===== src/rtl/uart_tx_bridge_pkg.sv =====
// Shared constants for the UART transmit bridge: bus addresses, status word layout, TX FSM states.
// Software uses the same address and bit-position values.
package uart_tx_bridge_pkg;

  localparam logic [11:0] STATUS_ADDR = 12'h800;
  localparam logic [11:0] DATA_ADDR   = 12'h801;

  localparam int ST_READY     = 0;
  localparam int ST_IDLE      = 1;
  localparam int ST_OVF       = 2;
  localparam int ST_COUNT_LSB = 8;
  localparam int ST_COUNT_MSB = 15;

  typedef enum logic [1:0] {
    TX_IDLE  = 2'd0,
    TX_START = 2'd1,
    TX_BUSY  = 2'd2
  } tx_state_t;

  function automatic logic [15:0] pack_status(input logic ready, input logic idle,
                                              input logic ovf, input logic [7:0] count);
    logic [15:0] word;
    word = 16'h0000;
    word[ST_READY] = ready;
    word[ST_IDLE]  = idle;
    word[ST_OVF]   = ovf;
    word[ST_COUNT_MSB:ST_COUNT_LSB] = count;
    return word;
  endfunction

endpackage


===== src/rtl/uart_tx_bridge_sync_fifo.sv =====
// Single-clock FIFO with wrap-bit pointers; full/empty come from registered pointers only,
// so a pop in the same cycle never makes room for a push.
module sync_fifo
  import uart_tx_bridge_pkg::*;
#(
  parameter int WIDTH = 8,
  parameter int DEPTH = 16
) (
  input  logic                     clock_100M,
  input  logic                     n_rst,
  input  logic                     push,
  input  logic                     pop,
  input  logic [WIDTH-1:0]         din,
  output logic [WIDTH-1:0]         dout,
  output logic                     full,
  output logic                     empty,
  output logic [$clog2(DEPTH):0]   count
);

  localparam int AW = $clog2(DEPTH);

  logic [WIDTH-1:0] mem_r [DEPTH];
  logic [AW:0]      wptr_r;
  logic [AW:0]      rptr_r;
  logic             do_push_s;
  logic             do_pop_s;

  assign full      = (wptr_r[AW-1:0] == rptr_r[AW-1:0]) && (wptr_r[AW] != rptr_r[AW]);
  assign empty     = (wptr_r == rptr_r);
  assign count     = wptr_r - rptr_r;
  assign dout      = mem_r[rptr_r[AW-1:0]];
  assign do_push_s = push && !full;
  assign do_pop_s  = pop && !empty;

  // Pointer registers
  always_ff @(posedge clock_100M or negedge n_rst) begin
    if (!n_rst) begin
      wptr_r <= {(AW+1){1'b0}};
      rptr_r <= {(AW+1){1'b0}};
    end else begin
      if (do_push_s) wptr_r <= wptr_r + {{AW{1'b0}}, 1'b1};
      if (do_pop_s)  rptr_r <= rptr_r + {{AW{1'b0}}, 1'b1};
    end
  end

  // Storage array, no reset needed
  always_ff @(posedge clock_100M) begin
    if (do_push_s) mem_r[wptr_r[AW-1:0]] <= din;
  end

endmodule


===== src/rtl/uart_tx_bridge.sv =====
// Snoops CPU stores to DATA_ADDR into a FIFO, feeds uart_tx through a start/ready handshake,
// and continuously writes a status word to the dpram second port.
module uart_tx_bridge
  import uart_tx_bridge_pkg::*;
#(
  parameter int DEPTH     = 16,
  parameter int CPU_RATIO = 2
) (
  input  logic        clock_100M,
  input  logic        n_rst,
  input  logic [11:0] cpu_addr,
  input  logic [15:0] cpu_wdata,
  input  logic        cpu_we,
  input  logic        uart_ready,
  output logic        uart_start,
  output logic [7:0]  uart_data,
  output logic [11:0] stat_addr,
  output logic [15:0] stat_wdata,
  output logic        stat_we
);

  localparam int AW = $clog2(DEPTH);
  localparam int HW = (CPU_RATIO > 1) ? $clog2(CPU_RATIO) : 1;
  localparam logic [HW-1:0] HOLD_LOAD = HW'(CPU_RATIO - 1);

  logic [HW-1:0] holdoff_r;
  logic          store_s;
  logic          hit_s;
  logic          data_evt_s;
  logic          clr_evt_s;
  logic          overflow_r;
  logic          rdy_q_r;
  tx_state_t     state_r;
  tx_state_t     state_nxt_s;
  logic          pop_s;
  logic          fifo_full_s;
  logic          fifo_empty_s;
  logic [AW:0]   fifo_count_s;
  logic [7:0]    fifo_dout_s;
  logic [7:0]    count8_s;
  logic          uart_start_r;
  logic [7:0]    uart_data_r;
  logic [15:0]   stat_wdata_r;
  logic          stat_we_r;
  logic [7:0]    unused_wdata_s;

  // The CPU holds cpu_we for CPU_RATIO fast cycles; the holdoff turns each store into one event.
  assign store_s    = cpu_we && (holdoff_r == {HW{1'b0}});
  assign hit_s      = store_s && ((cpu_addr == DATA_ADDR) || (cpu_addr == STATUS_ADDR));
  assign data_evt_s = store_s && (cpu_addr == DATA_ADDR);
  assign clr_evt_s  = store_s && (cpu_addr == STATUS_ADDR) && cpu_wdata[ST_OVF];
  assign count8_s   = 8'(fifo_count_s);
  assign unused_wdata_s = cpu_wdata[15:8];

  sync_fifo #(.WIDTH(8), .DEPTH(DEPTH)) u_fifo (
    .clock_100M (clock_100M),
    .n_rst      (n_rst),
    .push       (data_evt_s),
    .pop        (pop_s),
    .din        (cpu_wdata[7:0]),
    .dout       (fifo_dout_s),
    .full       (fifo_full_s),
    .empty      (fifo_empty_s),
    .count      (fifo_count_s)
  );

  // Holdoff counter, sticky overflow flag and ready synchronizer stage
  always_ff @(posedge clock_100M or negedge n_rst) begin
    if (!n_rst) begin
      holdoff_r  <= {HW{1'b0}};
      overflow_r <= 1'b0;
      rdy_q_r    <= 1'b1;
    end else begin
      if (hit_s)                          holdoff_r <= HOLD_LOAD;
      else if (holdoff_r != {HW{1'b0}})   holdoff_r <= holdoff_r - {{(HW-1){1'b0}}, 1'b1};
      if (data_evt_s && fifo_full_s)      overflow_r <= 1'b1;
      else if (clr_evt_s)                 overflow_r <= 1'b0;
      rdy_q_r <= uart_ready;
    end
  end

  // TX FSM state register
  always_ff @(posedge clock_100M or negedge n_rst) begin
    if (!n_rst) state_r <= TX_IDLE;
    else        state_r <= state_nxt_s;
  end

  // TX FSM next state
  always_comb begin
    state_nxt_s = state_r;
    case (state_r)
      TX_IDLE:  if (!fifo_empty_s) state_nxt_s = TX_START; else state_nxt_s = TX_IDLE;
      TX_START: if (!rdy_q_r)      state_nxt_s = TX_BUSY;  else state_nxt_s = TX_START;
      TX_BUSY:  if (rdy_q_r)       state_nxt_s = TX_IDLE;  else state_nxt_s = TX_BUSY;
      default:  state_nxt_s = TX_IDLE;
    endcase
  end

  // TX FSM outputs: pop decision
  always_comb begin
    pop_s = 1'b0;
    case (state_r)
      TX_IDLE: pop_s = !fifo_empty_s;
      default: pop_s = 1'b0;
    endcase
  end

  // Registered handshake outputs and status word
  always_ff @(posedge clock_100M or negedge n_rst) begin
    if (!n_rst) begin
      uart_start_r <= 1'b0;
      uart_data_r  <= 8'h00;
      stat_wdata_r <= 16'h0000;
      stat_we_r    <= 1'b0;
    end else begin
      uart_start_r <= (state_nxt_s == TX_START);
      if (pop_s) uart_data_r <= fifo_dout_s;
      stat_wdata_r <= pack_status(!fifo_full_s, fifo_empty_s && (state_r == TX_IDLE),
                                  overflow_r, count8_s);
      stat_we_r    <= 1'b1;
    end
  end

  assign uart_start = uart_start_r;
  assign uart_data  = uart_data_r;
  assign stat_addr  = STATUS_ADDR;
  assign stat_wdata = stat_wdata_r;
  assign stat_we    = stat_we_r;

endmodule

===== config.mk =====
export PLATFORM = sky130hd
export DESIGN_NAME = uart_tx_bridge
export DESIGN_NICKNAME = d
export VERILOG_FILES = /design/src/rtl/uart_tx_bridge_pkg.sv /design/src/rtl/uart_tx_bridge_sync_fifo.sv /design/src/rtl/uart_tx_bridge.sv
export SDC_FILE = /design/constraint.sdc
export NUM_CORES = 1
export LEC_CHECK = 0
export CORE_MARGIN = 2
export CORE_UTILIZATION = 61
export DETAILED_ROUTE_END_ITERATION = 8
export HOLD_SLACK_MARGIN = 0.03
export MAX_ROUTING_LAYER = met4
export PLACE_DENSITY_LB_ADDON = 0.2
export SLEW_MARGIN = 30
export SYNTH_ARGS = -nofsm -noshare
export SYNTH_HDL_FRONTEND = slang
export SYNTH_SLANG_ARGS = --single-unit

===== constraint.sdc =====
create_clock -name clock_100M -period 5.8 [get_ports clock_100M]
set_input_delay 1.16 -clock clock_100M [delete_from_list [all_inputs] [get_ports clock_100M]]
set_output_delay 1.16 -clock clock_100M [all_outputs]
set_load 0.05 [all_outputs]

==> results by stage <==
Route:
- The wire length reported by the detailed router is 12700 µm.
- For this run, design rule violations remaining after detail routing come to 0.
- The total number of vias is between 3000 and 4000.
- For this run, the detailed router's first-pass iteration total came to 4.
- The number of DRC markers after the initial detailed-route iteration is 243.
- The detail route stage leaves a number of antenna-violating nets equal to 0.
- The routed via count divided by cell count is 5.84.
- The per-cell routed wire length is 21.1 µm.

Worst setup path:
- STA classifies the critical path endpoint as a flip-flop.
- The slowest stage of the critical path is the and3_1 cell.
- The total buffers and inverters traversed by the critical path is 1.
- The largest driver fanout on the critical path is 14.
- The category of the critical setup timing path is in -> reg.
- The kind of cell adding the most delay to the critical path is simple AND/OR/NAND/NOR gates.
- Traced cell by cell, the critical path runs through clkdlybuf4s50_1 > nor4b_2 > nand4_1 > nor2_2 > and3_1.
- On the worst path, the slowest cell contributes a delay of 0.55 ns.
- The critical path startpoint category is an input pin.
- The data required time of the critical path is 5.95 ns.
- The data arrival time at the worst-slack endpoint is 3.20 ns.

Place:
- The detailed-placement wirelength estimate is 7980 µm.
- The global placer's final weighted congestion is ~0.8.
- The count of buffers from port buffering is 41.

Synth:
- Counting distinct cell types in the post-synthesis netlist gives 45.
- The number of enable-type register cells in the synthesized netlist is 128.
- Synthesis inferred 161 register bits.
- The synthesized design spends more area on one cell type than any other, namely edfxtp_1.
- The average instance in the mapped netlist occupies 16.3 µm².
- The share of the synthesized area in the top cell type is 58.0%.
- Counting every instance in the synthesized netlist gives 406.
- The most frequent cell after synthesis is edfxtp_1.
- Yosys printed 0 warnings.
- After synthesis, flip-flops and latches occupy 70.4% of the total area.
- The proportion of register bits with asynchronous set or reset after synthesis is 20.5%.
- Counting instances in the post-synthesis netlist gives the leading cell types as edfxtp_1 (128), mux2i_1 (48), dfrtp_1 (32).
- In this run the cell area of the synthesized design comes to 6630 µm².
- The leading register cell type out of synthesis is edfxtp_1.
- After synthesis, the cell types taking the most area are edfxtp_1 (58%), dfrtp_1 (12%), mux2i_1 (7.2%).

Finish:
- Of the cells placed in the final design, the portion with a size suffix greater than 1 is 9.50%.
- The fill cell instance count of the final layout is 700.
- The area of all sequential standard cells is about 4700 µm².
- The area growth from synthesis to final layout is 15.2%.
- The multi-input combinational cells in the finished layout cover a total of approximately 1700 µm².
- For this run, the post-layout net count is 494.
- The number of diodes is 0.

Floorplan:
- Pin placement for this block handled 70 I/O pins.
- The initial utilization of the core area, before any placement, comes to 62.0%.
- The floorplan has 38 rows.
- The floorplan step defined a die boundary enclosing 11700 µm².
- The floorplan step defined a core boundary enclosing 10700 µm².
- The floorplan step set the die width to 108 µm.
- The vertical die dimension is 108 µm.

CTS:
- Clock tree synthesis found a total of 161 sinks.
- The clock latency on the worst-skew pair is 0.51 ns.
- The H-tree was split into 4 levels.
- The number of clock buffers inserted by TritonCTS is 17.
- Buffers added to address setup during post-CTS repair amount to 0.
- The post-CTS clock slew at the launch and capture registers of the worst setup and hold paths is about 0.06 ns.
- The TritonCTS clock tree is built.
- The worst-case clock buffer depth is 2.
- The number of buffers added to fix hold violations after cts is 0.
- The post-CTS resize count is 0.
- The root buffer cell chosen for the clock tree is clkbuf_8.

Timing:
- The worst path uses between 50% and 60% of the clock period.
- At the pin with the least slew margin, the transition time is 0.755 ns.
- Setup repair after global routing left no endpoint under its margin.
- The worst hold-check slack is 0.385 ns.
- The minimum clock period after layout is 3.05 ns.
- Clock skew on the completed layout was measured at about 0.0088 ns.
- In this run the tightest slew margin relative to its limit is between 40 and 50%.
- Timing would allow up to 0.328 GHz.
- The number of hold-slack violations in the final timing report came to 0.
- The count of pins over their slew limit is 0.
- The final setup violation count is 0.
- In the final timing run, aggregate negative setup slack is 0 ns.

Pwr:
- The leakage power is approximately 2.8 nW.
- The total power per unit cell area is 472 nW/µm².
- The worst-case IR drop observed on VDD is 261 µV.

GRT:
- The number of global-route vias before repair is 3488.
- The first global-routing pass estimated 19600 µm of wire.
- Entering global routing, the biggest net connects 37 pins.
- The global-route congestion overflow total is 0.
- The number of antenna violations at the first check in global routing is 0.
- The total global-route track usage is 24.3%.

Job:
- The max-capacitance violation count is 0.

Status:
- The run finished with clean final reports.

Hold path:
- In this run the worst hold path is classified as reg -> reg.
[power by group]
| group | switching [mW] | leakage [nW] | total, mW | internal [mW] |
|---|---|---|---|---|
| registers | 0.136 | 1.53 | 1.47 | 1.33 |
| logic | 0.620 | 1.03 | 1.04 | 0.418 |
| clock network | 0.410 | 0.281 | 1.10 | 0.694 |
[worst paths after layout]
path | startpoint | to | slack, ns | cells past startpoint
worst max register to register | u_fifo.rptr_r[0] | u_fifo.mem_r[10][1] | 2.89 | 6
worst min-delay path | overflow_r | stat_wdata[2] | 0.39 | 0
worst max-delay path | cpu_addr[4] | u_fifo.mem_r[10][1] | 2.75 | 5
max in group asynchronous | n_rst | u_fifo.rptr_r[0] | 4.39 | 2
worst min register to register | overflow_r | stat_wdata[2] | 0.39 | 0
min in group asynchronous | n_rst | holdoff_r | 1.05 | 2
[worst register-to-register path, cell delays in order (launching register included)]
cell and delay [ns]:
dfrtp_4 0.72, buf_16 0.29, ha_1 0.37, nand4_1 0.12
o21ai_2 0.09, nor2_2 0.41, and3_1 0.55
[layout by cell type, fill, tap and decap left out, drive strengths merged, types with 3 or more instances in the layout]
cell type / instances
bufinv: 4
a31oi: 8
a221oi: 8
ha: 9
xnor2: 8
conb: 21
nor3: 5
edfxtp: 128
a21oi: 5
mux2i: 48
and3: 12
buf: 3
nor2b: 4
a21o: 3
nand2: 4
xor2: 5
nor2: 22
clkinv: 4
nand4: 4
o22ai: 16
inv: 10
and2: 5
dfrtp: 32
clkbuf: 20
o21ai: 11
clkdlybuf4s50: 41
mux4: 8
[flip-flops by register name, summed over array words and instances, names as in the netlist]
name and count:
holdoff_r 1, uart_data 8, state_r 2, u_fifo.wptr_r 5, u_fifo.rptr_r 5, stat_we 1
uart_start 1, rdy_q_r 1, overflow_r 1, stat_wdata 8, u_fifo.mem_r 128
[cell type report]
cell class	count	share of cell area, %
clock buffers	20	5.57
clock inverters	10	2.13
inverters	10	0.491
multi-input cells	218	22.4
flip-flops and latches	161	61.2
well taps	140	2.29
repair buffers	44	5.93
[layer usage]
layer | GRT usage (%) | vias to the layer above | part of all wire, % | wire [µm]
li1 | - | 1608 | - | -
met1 | 32.5 | 1778 | 43 | 5450
met2 | 38.1 | 119 | 51 | 6480
met3 | 4.88 | 18 | 4.6 | 585
met4 | 7.88 | 0 | 1.8 | 223
met5 | - | - | 0 | 0
[through the flow]
step	std cells	utilization (%)	setup WS, ns	instance area (µm²)	power (mW)
finish	603	71.4	2.75	7640	3.61
global route	603	71.4	2.60	7640	3.76
CTS	603	71.4	2.80	7640	3.63
detailed placement	573	65.9	2.27	7050	2.52
global placement	572	65.7	2.27	7020	2.49
floorplan	425	-	3.13	6700	2.27
[cell families (layout without fill, tap and decap cells)]
family / after synthesis / count (layout) / share of synthesized area [%]
fa+ha+maj: 10 / 10 / 2.00
xor+xnor: 13 / 13 / 1.83
mux: 57 / 57 / 10.3
buf+inv: 46 / 84 / 4.81
flops: 161 / 161 / 70.4
other cells: 2 / 21 / 0.113
simple gates: 65 / 65 / 5.38
compound gates: 52 / 52 / 5.11
Power figures use the tool's default switching activity.
